**src/rtl/uart_pkg.sv**
```systemverilog
// rtl/uart_pkg.sv - shared UART constants and receiver state encoding
package uart_pkg;

    localparam int CLK_FREQ     = 50_000_000;
    localparam int BAUD         = 9600;
    localparam int CLKS_PER_BIT = CLK_FREQ / BAUD;
    localparam int DATA_BITS    = 8;

    typedef enum logic [2:0] {
        IDLE  = 3'd0,
        START = 3'd1,
        DATA  = 3'd2,
        STOP  = 3'd3,
        BREAK = 3'd4
    } rx_state_t;

    // Mid-bit point of the start bit, measured from the first low sample.
    function automatic int half_bit(input int clks_per_bit);
        return (clks_per_bit - 1) / 2;
    endfunction

endpackage

```
**src/rtl/uart_sync.sv**
```systemverilog
// rtl/uart_sync.sv - multi-flop synchronizer for the asynchronous serial line
module uart_sync #(
    parameter int STAGES = 2
) (
    input  logic clk,
    input  logic rst,
    input  logic d,
    output logic q
);

    logic [STAGES-1:0] sync_q;

    // Resets to all ones so a reset never manufactures a false start edge.
    always_ff @(posedge clk) begin
        if (rst) begin
            sync_q <= '1;
        end else begin
            sync_q <= {sync_q[STAGES-2:0], d};
        end
    end

    assign q = sync_q[STAGES-1];

endmodule

```
**src/rtl/uart_rx.sv**
```systemverilog
// rtl/uart_rx.sv - 8N1 UART receiver with mid-bit sampling and framing-error detect
module uart_rx
    import uart_pkg::*;
#(
    parameter int CLKS_PER_BIT = uart_pkg::CLKS_PER_BIT,
    parameter int SYNC_STAGES  = 2
) (
    input  logic       clk,
    input  logic       rst,
    input  logic       rxd,
    output logic [7:0] data_out,
    output logic       rx_done,
    output logic       frame_err,
    output logic       busy
);

    localparam int CNT_W = $clog2(CLKS_PER_BIT);
    localparam int HALF  = half_bit(CLKS_PER_BIT);

    localparam logic [CNT_W-1:0] CNT_HALF = CNT_W'(HALF);
    localparam logic [CNT_W-1:0] CNT_LAST = CNT_W'(CLKS_PER_BIT - 1);
    localparam logic [2:0]       IDX_LAST = 3'(DATA_BITS - 1);

    logic rxs;

    rx_state_t        state_q, state_d;
    logic [CNT_W-1:0] cnt_q, cnt_d;
    logic [2:0]       idx_q, idx_d;
    logic [7:0]       shift_q, shift_d;
    logic [7:0]       data_q, data_d;
    logic             done_q, done_d;
    logic             ferr_q, ferr_d;

    uart_sync #(
        .STAGES (SYNC_STAGES)
    ) u_sync (
        .clk (clk),
        .rst (rst),
        .d   (rxd),
        .q   (rxs)
    );

    always_ff @(posedge clk) begin
        if (rst) begin
            state_q <= IDLE;
            cnt_q   <= '0;
            idx_q   <= '0;
            shift_q <= '0;
            data_q  <= '0;
            done_q  <= 1'b0;
            ferr_q  <= 1'b0;
        end else begin
            state_q <= state_d;
            cnt_q   <= cnt_d;
            idx_q   <= idx_d;
            shift_q <= shift_d;
            data_q  <= data_d;
            done_q  <= done_d;
            ferr_q  <= ferr_d;
        end
    end

    always_comb begin
        state_d = state_q;
        cnt_d   = cnt_q;
        idx_d   = idx_q;
        shift_d = shift_q;
        data_d  = data_q;
        done_d  = 1'b0;
        ferr_d  = 1'b0;

        case (state_q)
            IDLE: begin
                cnt_d = '0;
                if (!rxs) begin
                    state_d = START;
                end
            end

            START: begin
                if (cnt_q == CNT_HALF) begin
                    cnt_d   = '0;
                    idx_d   = '0;
                    state_d = rxs ? IDLE : DATA;
                end else begin
                    cnt_d = cnt_q + 1'b1;
                end
            end

            DATA: begin
                if (cnt_q == CNT_LAST) begin
                    cnt_d          = '0;
                    shift_d[idx_q] = rxs;
                    if (idx_q == IDX_LAST) begin
                        state_d = STOP;
                    end else begin
                        idx_d = idx_q + 1'b1;
                    end
                end else begin
                    cnt_d = cnt_q + 1'b1;
                end
            end

            STOP: begin
                if (cnt_q == CNT_LAST) begin
                    cnt_d = '0;
                    if (rxs) begin
                        data_d  = shift_q;
                        done_d  = 1'b1;
                        state_d = IDLE;
                    end else begin
                        ferr_d  = 1'b1;
                        state_d = BREAK;
                    end
                end else begin
                    cnt_d = cnt_q + 1'b1;
                end
            end

            // A held-low line must return high before a new start is accepted.
            BREAK: begin
                cnt_d = '0;
                if (rxs) begin
                    state_d = IDLE;
                end
            end

            default: begin
                state_d = IDLE;
                cnt_d   = '0;
            end
        endcase
    end

    assign data_out  = data_q;
    assign rx_done   = done_q;
    assign frame_err = ferr_q;
    assign busy      = (state_q != IDLE);

endmodule
```
**config.mk**
```make
export PLATFORM = sky130hd
export DESIGN_NAME = uart_rx
export DESIGN_NICKNAME = d
export VERILOG_FILES = /design/src/rtl/uart_pkg.sv /design/src/rtl/uart_sync.sv /design/src/rtl/uart_rx.sv
export SDC_FILE = /design/constraint.sdc
export NUM_CORES = 1
export LEC_CHECK = 0
export CAP_MARGIN = 10
export CORE_AREA = 2 2 73 75
export DETAILED_ROUTE_END_ITERATION = 8
export DIE_AREA = 0 0 75 77
export GPL_ROUTABILITY_DRIVEN = 0
export PLACE_DENSITY_LB_ADDON = 0.05
export SLEW_MARGIN = 5
export SYNTH_ARGS = -nofsm -noshare
export SYNTH_HDL_FRONTEND = slang
export SYNTH_HIERARCHICAL = 1
export SYNTH_SLANG_ARGS = --single-unit
```
**constraint.sdc**
```tcl
create_clock -name clk -period 2.8 [get_ports clk]
set_clock_uncertainty 0.2 [all_clocks]
set_input_delay 0.28 -clock clk [delete_from_list [all_inputs] [get_ports clk]]
set_output_delay 0.28 -clock clk [all_outputs]
set_load 0.05 [all_outputs]
```
==> metrics.csv <==
stage,metric,value,unit
run_status,status,completed,
floorplan,I/O pin total,14,
min_path,path type of the worst min-delay path,reg2reg,
sta,Worst-Margin Slew,0.754,ns
routing,WL final,4.00,mm
power,VDD IR max,0.357,mV
sta,Max Fclk,417,MHz
yosys,post-synthesis register bit count,39,
grt,GRT Resource Usage Total,0.160,
clocking,number of gates resized after cts,0,
sta,Max-slew headroom,0.493,
clocking,CTS buffer count,5,
clocking,"Clk Latency, worst-skew pair",0.29,ns
critical_path,Setup CP Type,reg2reg,
layout,Final #Nets,222,
grt,largest net degree at the start of global routing,24,
yosys,Yosys top cell area share,0.409,
critical_path,Required @ worst endpoint,2.77,ns
critical_path,arrival time at the worst endpoint,2.37,ns
floorplan,row cnt,26,
critical_path,CP Capture Type,flop,
yosys,Post-synth ARST share,0,
power,PwrDens,579,nW/um^2
clocking,CTS H-tree depth,2,
grt,gr ovfl total,0,
critical_path,"Buf+Inv Stages, Crit Path",0,
layout,antenna cells,0,
critical_path,max incr delay on CP,0.65,ns
sta,Final WS setup,0.401,ns
power,P_leak,0.734,nW
yosys,Syn Inst Count,207,
sta,Tmin final,2.40,ns
yosys,Area contributors post-synth,"dfxtp_1 (41%), mux2i_1 (6.3%), nand2b_1 (4.9%)",
sta,setup_tns,0,ns
critical_path,CP Cell Sequence,or4b_4 -> nor4_4 -> nand4_1 -> mux2i_1,
layout,share of cells above drive strength 1,0.0922,
placed_design,dpl ws,0.426,ns
clocking,CTS Root Cell,clkbuf_8,
sta,Fin. Hold Viols,0,
job,max-cap violations,0,
sta,WHS,0.207,ns
routing,Final ANT Viol Nets,0,
routing,Detailed Routing Iterations Pass 1,4,
placed_design,placed insts,279,
critical_path,startpoint types,flop,
yosys,synthesized area per cell,9.21,um^2
grt,antenna violations before repair,0,
sta,RSZ-0062 raised after global routing,no,
placed_design,Post-DP HPWL,2.85,mm
clocking,Clock Tree Buf Depth,2,
routing,WL/cell,14.0,um
yosys,Netlist Area Pre-Place,1910,um^2
yosys,number of synthesized flops with an enable pin,0,
yosys,synth warn,6,
critical_path,family with the most delay on the worst path,simple AND/OR/NAND/NOR gates,
routing,drt drc,0,
floorplan,Die W,75,um
routing,Initial DRC Count,82,
clocking,clock tree from TritonCTS,done,
floorplan,die area,5780,um^2
sta,# setup viols final,0,
sta,fin crit share,0.857,
routing,DR vias/cell,5.11,
clocking,Worst-path clk slew,0.08,ns
placed_design,PortBufs,13,
clocking,total setup buffers inserted after CTS,0,
yosys,"Top FF cell, synth",dfxtp_1,
floorplan,Initial Util,0.383,
floorplan,Die H,77,um
clocking,clk sinks,39,
floorplan,Core Area,4980,um^2
critical_path,CP Max Fanout,16,
layout,final cell count without fillers,287,
layout,synth-to-layout area growth,14.8,%
clocking,Hold Buf Count CTS,0,
grt,vias in the first global route,1470,
yosys,"Distinct cells, synth",44,
sta,Slew Limit Fails,0,
grt,first-pass GRT wire length,7.14,mm
yosys,syn nets,213,
critical_path,slowest CP cell,nor4_4,
routing,routed vias,1467,
yosys,post-synth top area cell,dfxtp_1,
yosys,"Seq/Total Area, Yosys",0.409,
## report_power, final
part           total, W  switching (W)  internal (W)
clock          0.000467       0.000202      0.000265
combinational  0.000215       0.000129     0.0000858
sequential     0.000586      0.0000214      0.000564
## cells by family after synthesis
group	after synthesis	synth area share
compound gates	16	0.0538
xor+xnor	12	0.0551
fa+ha+maj	3	0.0197
buf+inv	16	0.0407
flops	39	0.409
mux	14	0.0748
simple gates	107	0.346
## final cells by class
class | instances | area (um^2)
Clock buffer | 5 | 68.8
Clock inverter | 3 | 43.8
Fill cell | 501 | 2790
Inverter | 2 | 7.51
Multi-Input combinational cell | 152 | 1050
Sequential cell | 39 | 781
Tap cell | 70 | 87.6
Timing Repair Buffer | 16 | 153
## sequential cells by signal, indices dropped and copies added, names as in the netlist
name	cells
u_sync/sync_q	2
state_q	3
frame_err	1
cnt_q	13
idx_q	3
rx_done	1
data_out	8
shift_q	8
## through the flow
stage	utilization	total power, W	cell area [um^2]
finish	0.440	0.00127	2190
global route	0.440	0.00134	2190
global placement	0.417	0.000807	2080
detailed placement	0.417	0.000813	2080
floorplan	-	0.000751	1910
CTS	0.440	0.00129	2190
## routing by layer
layer,GRT usage,vias to the layer above,wire length [um]
met5,0,-,0
li1,-,751,-
met4,0.0589,0,57
met2,0.248,30,1990
met3,0.0434,6,129
met1,0.210,680,1830
## cell usage after synthesis (2+ instances only)
cell      instances
inv_1             2
a21oi_1           9
o21ai_0           2
nand4_1           8
nand2_1          17
dfxtp_1          39
nor4b_1           2
nor4b_2           2
or2_1             2
clkbuf_1          9
mux2i_1          12
nor2_1            6
xnor2_1           9
and2_1            2
nand2b_1         15
ha_1              3
buf_6             2
nand3_1          11
nand4b_1          5
or3_1             2
nor2b_1           5
nor3_1           18
xor2_1            3
mux2_1            2
## layout by cell type, fill, tap and decap left out, types with 3 or more instances in the layout
cell / netlist / layout
a21oi_1: 9 / 9
buf_4: 0 / 3
clkbuf_8: 0 / 5
clkdlybuf4s50_1: 0 / 13
dfxtp_1: 39 / 39
ha_1: 3 / 3
mux2i_1: 12 / 12
nand2_1: 17 / 17
nand2b_1: 15 / 15
nand3_1: 11 / 11
nand4_1: 8 / 8
nand4b_1: 5 / 5
nor2_1: 6 / 6
nor2b_1: 5 / 5
nor3_1: 18 / 18
xnor2_1: 9 / 9
xor2_1: 3 / 3
## final timing paths
path / end / slack, ns / from / cells after the start
worst min-delay path: u_sync/sync_q[1]$_SDFF_PP1_ / 0.21 / u_sync/sync_q[0]$_SDFF_PP1_ / 1
worst max register to register: shift_q[1]$_SDFFE_PP0P_ / 0.40 / cnt_q[3]$_SDFF_PP0_ / 4
worst min register to register: u_sync/sync_q[1]$_SDFF_PP1_ / 0.21 / u_sync/sync_q[0]$_SDFF_PP1_ / 1
worst max-delay path: shift_q[1]$_SDFFE_PP0P_ / 0.40 / cnt_q[3]$_SDFF_PP0_ / 4
No activity file was read; power rests on OpenSTA's default activity.
